==> src/rtl/fetch_pc_unit.sv <==
// fetch_pc_unit: owns the architectural PC and fetches one instruction per commit
// from imem over a req/gnt + rvalid handshake, holding the word for decode.
// Ports:
//   clk, reset                  clock, synchronous active-high reset
//   next_pc_i, wb_valid_i       next PC and commit strobe from writeback
//   imem_req_o, imem_addr_o     fetch request and address (address = pc_o)
//   imem_gnt_i                  imem accepted the request
//   imem_rvalid_i, imem_rdata_i returned instruction word
//   pc_o, insn_o, insn_valid_o  PC and instruction held for decode
//   error_o                     sticky misaligned-next_pc flag
//   fetch_cnt_o                 completed fetch count, wraps modulo 2^32
module fetch_pc_unit #(
    parameter int unsigned       AWIDTH   = 32,
    parameter int unsigned       DWIDTH   = 32,
    parameter logic [AWIDTH-1:0] BASEADDR = AWIDTH'(32'h0100_0000)
) (
    input  logic              clk,
    input  logic              reset,
    input  logic [AWIDTH-1:0] next_pc_i,
    input  logic              wb_valid_i,
    output logic              imem_req_o,
    output logic [AWIDTH-1:0] imem_addr_o,
    input  logic              imem_gnt_i,
    input  logic              imem_rvalid_i,
    input  logic [DWIDTH-1:0] imem_rdata_i,
    output logic [AWIDTH-1:0] pc_o,
    output logic [DWIDTH-1:0] insn_o,
    output logic              insn_valid_o,
    output logic              error_o,
    output logic [31:0]       fetch_cnt_o
);

    typedef enum logic [1:0] {
        S_REQ  = 2'd0,
        S_WAIT = 2'd1,
        S_HOLD = 2'd2,
        S_HALT = 2'd3
    } state_t;

    state_t            state;
    state_t            state_n;
    logic [AWIDTH-1:0] pc_n;
    logic [DWIDTH-1:0] insn_n;
    logic              error_n;
    logic [31:0]       fetch_cnt_n;

    assign imem_addr_o = pc_o;

    // Next-state and datapath update
    always_comb begin
        state_n     = state;
        pc_n        = pc_o;
        insn_n      = insn_o;
        error_n     = error_o;
        fetch_cnt_n = fetch_cnt_o;
        case (state)
            S_REQ: begin
                // The registered request is low for one cycle after reset; a grant then is not ours.
                if (imem_req_o && imem_gnt_i) begin
                    state_n = S_WAIT;
                end
            end
            S_WAIT: begin
                if (imem_rvalid_i) begin
                    insn_n      = imem_rdata_i;
                    fetch_cnt_n = fetch_cnt_o + 32'd1;
                    state_n     = S_HOLD;
                end
            end
            S_HOLD: begin
                if (wb_valid_i) begin
                    if (next_pc_i[1:0] == 2'b00) begin
                        pc_n    = next_pc_i;
                        state_n = S_REQ;
                    end else begin
                        error_n = 1'b1;
                        state_n = S_HALT;
                    end
                end
            end
            default: begin
                state_n = S_HALT;
            end
        endcase
    end

    // State and output registers; req/valid are registered decodes of the next state
    always_ff @(posedge clk) begin
        if (reset) begin
            state        <= S_REQ;
            pc_o         <= BASEADDR;
            insn_o       <= '0;
            insn_valid_o <= 1'b0;
            imem_req_o   <= 1'b0;
            error_o      <= 1'b0;
            fetch_cnt_o  <= '0;
        end else begin
            state        <= state_n;
            pc_o         <= pc_n;
            insn_o       <= insn_n;
            insn_valid_o <= (state_n == S_HOLD);
            imem_req_o   <= (state_n == S_REQ);
            error_o      <= error_n;
            fetch_cnt_o  <= fetch_cnt_n;
        end
    end

endmodule

==> config.mk <==
export PLATFORM = sky130hd
export DESIGN_NAME = fetch_pc_unit
export DESIGN_NICKNAME = d
export VERILOG_FILES = /design/src/rtl/fetch_pc_unit.sv
export SDC_FILE = /design/constraint.sdc
export NUM_CORES = 1
export LEC_CHECK = 0
export CAP_MARGIN = 15
export CELL_PAD_IN_SITES_DETAIL_PLACEMENT = 1
export CELL_PAD_IN_SITES_GLOBAL_PLACEMENT = 2
export CORE_MARGIN = 1.5
export CORE_UTILIZATION = 23
export CTS_CLUSTER_DIAMETER = 100
export DETAILED_ROUTE_END_ITERATION = 8
export PLACE_DENSITY_LB_ADDON = 0.1
export SETUP_SLACK_MARGIN = 0.4
export SLEW_MARGIN = 5
export SYNTH_ARGS = -nofsm -noshare
export SYNTH_HDL_FRONTEND = slang
export SYNTH_SLANG_ARGS = --single-unit
==> constraint.sdc <==
create_clock -name clk -period 6.2 [get_ports clk]
set_clock_uncertainty 0.15 [all_clocks]
set_input_delay 0.62 -clock clk [delete_from_list [all_inputs] [get_ports clk]]
set_output_delay 0.62 -clock clk [all_outputs]
set_load 0.1 [all_outputs]
### Yosys cells after proc, flatten, opt, wreduce, memory -nomap -nowiden

Index checks and enable logic that the tools add are counted.

* bits in registers: 101
* output and inout port bits: 131
* word-level logic and storage cells: 24

* add/sub/neg operators: 1
* eq/ne operators: 3
* muxes and demuxes: 5
* bitwise operators: 1
* reductions and logical operators: 7

Operators with widths (count)
* adder 32 x 1 -> 32 bit (second input constant): 1
* 2-to-1 mux 2 bit: 4
* zero test 2 bit: 3
* one-hot mux 2 bit (3 select lines): 1
* AND reduction 3 bit: 2
* == test 2 bit (second input constant): 2
* == test 2 x 1 -> 1 bit (second input constant): 1
* AND reduction 2 bit: 1
* logical AND 1 bit: 1
* NOT 1 bit: 1

### Logic depth before layout (Yosys ltp)

* word-level depth: 5
* depth in mapped cells: 6
* gate-level depth less buffers: 5

### Worst setup path after synthesis

OpenSTA, ideal clock, no wires.

* path type: flip-flop to flip-flop
* start: reg fetch_cnt_o[4]
* end: reg fetch_cnt_o[27]
* arrival: 2.686 ns
* setup slack: 3.244 ns
* cell stages (with the launch flop): 7
* period minus slack after synthesis: 2.956 ns
* path through: dfxtp_1 nand4_1 or4_1 buf_2 buf_6 nor4_1 mux2_2

* word-level cells in the longest chain between the ends: 1

RTL lines
* start: declaration: RTL line 30 `output logic [31:0] fetch_cnt_o`
* start signal: assignment: RTL line 104 `fetch_cnt_o <= fetch_cnt_n;`
* adder 32 x 1 -> 32 bit: RTL line 66 `fetch_cnt_n = fetch_cnt_o + 32'd1;`

No other way between the ends.
A chain may end at the register's enable or synchronous reset.

### Worst setup path in the final report

* start: in imem_rvalid_i
* end: reg fetch_cnt_o[27]

* word-level cells in the longest chain between the ends: 1

RTL lines
* start: declaration: RTL line 24 `input logic imem_rvalid_i,`
* AND reduction 2 bit (no source line)

No other way between the ends.

==> results list <==
- Final #Nets: 737
- The critical path is of the input port to register type.
- Most common cell after layout, fill and taps aside: sky130_fd_sc_hd__clkdlybuf4s50_1
- Global router's overall resource usage: 14.29%
- Max-cap violations: 0
- Number of rows created at floorplan: 49
- DR DRC count: 0
- Per report_power, the sequential group accounts for 44.4% of the total.
* Storage cell area: 0.002022 sq mm
* GR Overflow Total: 0
- For this design the top-level I/O count stands at 200.
- Actual slew at the worst max-slew pin: 1.042 ns
- Remaining max-slew budget at the tightest pin: 30.31%
* Post-route setup slack: 2.816 ns
- The top cell type by area accounts for 48.44% of the synthesized area.
- Number of endpoints failing setup at the final stage: 0
- Arrival time at the worst endpoint: 3.48 ns
- Clock tree synthesis found a total of 101 sinks.
- Counting the buffers created by CTS gives 9.
- Setup repair after global routing left no endpoint under its margin.
* Weighted congestion at the end of routability-driven global placement: 0.7002
- The flow ran to the end, and the final reports show no timing, DRC or antenna violations.
- Library cell with the largest summed area after synthesis: sky130_fd_sc_hd__dfxtp_1
- The tightest min-delay check is of the register to register type.
- Power density over the cells: 234.7 mW/mm^2
- Placeable core region: 0.01790 sq mm
- Share of the cycle needed by the critical path after routing: 54.58%
* Post-synthesis instance total: 517
- In the final layout, the share of cells above drive strength 1 is 4.762%.
* Shortest period the worst path allows: 3.384 ns
* End of the worst hold path: insn_o[8]
- The die covers 0.01897 sq mm.
- Global-route wire length before repair: 20780 um
* Wirelength, routed: 13740 um
- The repair_antennas step left the layout with diodes totalling 0.
* Final standard cell count with taps included and fillers excluded: 901
- Timing would allow up to 295.5 MHz.
- The internal portion of the total power is 1.090 mW.
* Cell Count Post-Placement: 884
- Before CTS, the worst setup slack after placement is 2.399 ns.
* Slack of the worst reg-to-reg path: 3.15 ns
* Average wire length per cell after detail routing: 15.24 um
- IR analysis of the VDD net gives a maximum drop of 0.1259 mV.
- TritonCTS built the clock tree.
* Fraction of power consumed by the clock network: 41.4%
* Critical Path Source: imem_rvalid_i
- Post-DRT Antenna Nets: 0
- Aggregate negative setup slack: 0 ns
- Width of the chip: 137.7 um
* HPWL reported at the end of detailed placement: 9588 um
* FF-to-FF End: fetch_cnt_o[27]
- Summing all non-filler instances in the final layout gives an area of 0.006444 sq mm.
* Relative area change from synthesis to final layout: 54.38%
* Layout fillers: 2106
- The first detailed-routing pass took 4 iterations.
- Summing all multi-input logic gate instances after layout gives 0.001769 sq mm.
- A synthesized cell averages 8.074 sq um.
* Register clock-pin slew on the reported worst setup and hold paths: 0.07 ns
- Required time of the critical path: 6.29 ns
* Largest net degree at the start of global routing: 90
* Maximum clock insertion buffer count: 2
- The H-tree was split into 3 levels.
- Startpoint Class: input port
- The synthesized netlist occupies a cell area of 0.004174 sq mm.
- The final route contains 4061 vias.
- Distinct cells, synth: 33
- Final max-slew violation count: 0
* Hold-fix buffers at CTS: 0
* Effective utilization at floorplan: 23.32%
- Along the worst hold path, the cell count comes to 2.
- Root buffer selected by CTS: sky130_fd_sc_hd__clkbuf_16
- Number of endpoints with negative hold slack in the final report: 0
- Measured in cells, the most critical reg-to-reg path has a length of 4.
* Number of antenna violations at the first check in global routing: 0
* DRC marker count from the first detailed-route iteration: 99
* Post-Synthesis Net Count: 587
* Leakage dissipation: 2.096 nW
- # port buffers: 199
- Seq/Total Area, Yosys: 48.44%
- The placed instances occupy a cell area of 0.006108 sq mm.
- The clock reaches the later pin of the worst-skew pair after 0.35 ns.
- Part of the total power dissipated in combinational logic: 14.3%
- Total power for the finished layout comes to 1.512 mW.
- Along the worst path, the maximum fanout reaches 42.
- In this run switching power makes up 27.94% of total power.
- In the routed layout, each cell is associated on average with a via count of 4.507.
* Startpoint of the tightest hold check path: insn_o[8]
- Vias in the first global route: 4067
- For this design the total switching power over the nets is 0.4225 mW.
* Warnings from Yosys: 0
- The startpoint identified for the worst register-to-register timing path is state[0].
* Post-CTS setup buffer count: 0
- Post-layout util: 35.99%
- The worst setup path is captured at a register.
- Leaving out fill and tap cells, the most frequent cells in the layout are 198 x sky130_fd_sc_hd__clkdlybuf4s50_1, 140 x sky130_fd_sc_hd__nand2_1, 101 x sky130_fd_sc_hd__dfxtp_1, 78 x sky130_fd_sc_hd__a21oi_1, 22 x sky130_fd_sc_hd__nor2_1.
- Cells taking the most area after synthesis: sky130_fd_sc_hd__dfxtp_1 48%, sky130_fd_sc_hd__nand2_1 13%, sky130_fd_sc_hd__a21oi_1 9.4%
- Number of cells upsized or downsized after cts: 0
* Post-synthesis register bit count: 101
- Die Span Y: 137.7 um
* Worst hold slack after final layout: 0.3064 ns
-- critical path, cell delays in order --
cell                              delay, ns
sky130_fd_sc_hd__clkdlybuf4s50_1       0.55
sky130_fd_sc_hd__nand3b_4              0.42
sky130_fd_sc_hd__or4_1                 1.05
sky130_fd_sc_hd__nor4_1                0.45
sky130_fd_sc_hd__mux2_2                0.37
-- synth_stat cells --
| cell type | number |
|---|---|
| sky130_fd_sc_hd__nor3b_1 | 4 |
| sky130_fd_sc_hd__o31ai_1 | 8 |
| sky130_fd_sc_hd__a31oi_1 | 1 |
| sky130_fd_sc_hd__nor2b_1 | 8 |
| sky130_fd_sc_hd__and2_1 | 1 |
| sky130_fd_sc_hd__ha_1 | 1 |
| sky130_fd_sc_hd__inv_1 | 5 |
| sky130_fd_sc_hd__nand2_1 | 140 |
| sky130_fd_sc_hd__mux2_2 | 8 |
| sky130_fd_sc_hd__or3_1 | 9 |
| sky130_fd_sc_hd__nand3b_4 | 1 |
| sky130_fd_sc_hd__o22ai_1 | 1 |
| sky130_fd_sc_hd__o21ai_0 | 7 |
| sky130_fd_sc_hd__xor2_1 | 3 |
| sky130_fd_sc_hd__nand3_1 | 10 |
| sky130_fd_sc_hd__nor4_1 | 5 |
| sky130_fd_sc_hd__nand3b_1 | 2 |
| sky130_fd_sc_hd__a31o_2 | 1 |
| sky130_fd_sc_hd__a21oi_1 | 78 |
| sky130_fd_sc_hd__and3_1 | 2 |
| sky130_fd_sc_hd__buf_4 | 32 |
| sky130_fd_sc_hd__buf_6 | 1 |
| sky130_fd_sc_hd__buf_2 | 1 |
| sky130_fd_sc_hd__xnor2_1 | 5 |
| sky130_fd_sc_hd__nand4_1 | 6 |
| sky130_fd_sc_hd__nor2_1 | 22 |
| sky130_fd_sc_hd__and4_1 | 5 |
| sky130_fd_sc_hd__clkbuf_1 | 28 |
| sky130_fd_sc_hd__nor3_1 | 8 |
| sky130_fd_sc_hd__or4_1 | 10 |
| sky130_fd_sc_hd__dfxtp_1 | 101 |
| sky130_fd_sc_hd__buf_1 | 2 |
| sky130_fd_sc_hd__and3b_1 | 1 |
-- area by class of cell --
| class | count | area share (%) |
|---|---|---|
| repair buffers | 203 | 31.40 |
| flip-flops and latches | 101 | 31.38 |
| multi-input cells | 347 | 27.46 |
| well taps | 229 | 4.447 |
| clock buffers | 9 | 3.495 |
| clock inverters | 7 | 1.534 |
| inverters | 5 | 0.2913 |
-- worst max-delay path by stage --
stage	end	slack (ns)	cells after the start
floorplan	fetch_cnt_o[27]	3.24	6
global placement	fetch_cnt_o[31]	2.46	5
detailed placement	fetch_cnt_o[27]	2.40	5
CTS	fetch_cnt_o[27]	2.75	5
global route	fetch_cnt_o[27]	2.61	5
finish	fetch_cnt_o[27]	2.82	5
-- sequential cells by signal (all words and copies together) (netlist names) --
| register | flops |
|---|---|
| fetch_cnt_o | 32 |
| imem_addr_o | 32 |
| insn_o | 32 |
| state | 2 |
| error_o | 1 |
| imem_req_o | 1 |
| insn_valid_o | 1 |
-- layer usage --
metal | track usage (%) | vias up | part of all wire, %
li1 | - | 2007 | -
met1 | 16.31 | 1919 | 43
met2 | 24.61 | 123 | 48
met3 | 4.857 | 12 | 8.1
met4 | 5.382 | 0 | 1.5
met5 | 0 | - | 0
-- power groups by stage --
stage | clock, mW | combinational, mW | sequential [mW]
global route | 0.677 | 0.228 | 0.673
global placement | 0 | 0.216 | 0.685
CTS | 0.653 | 0.219 | 0.671
finish | 0.626 | 0.216 | 0.671
floorplan | 0 | 0.0496 | 0.771
detailed placement | 0 | 0.218 | 0.686
-- logic make-up after synthesis --
kind of cell,synth area share (%)
AND/OR/NAND/NOR,25.99
XOR/XNOR,1.679
adder cells (fa/ha/maj),0.2997
buffers and inverters,9.293
flip-flops,48.44
AO/OA/AOI/OAI,12.14
multiplexers,2.158
No activity file was read; power rests on OpenSTA's default activity.
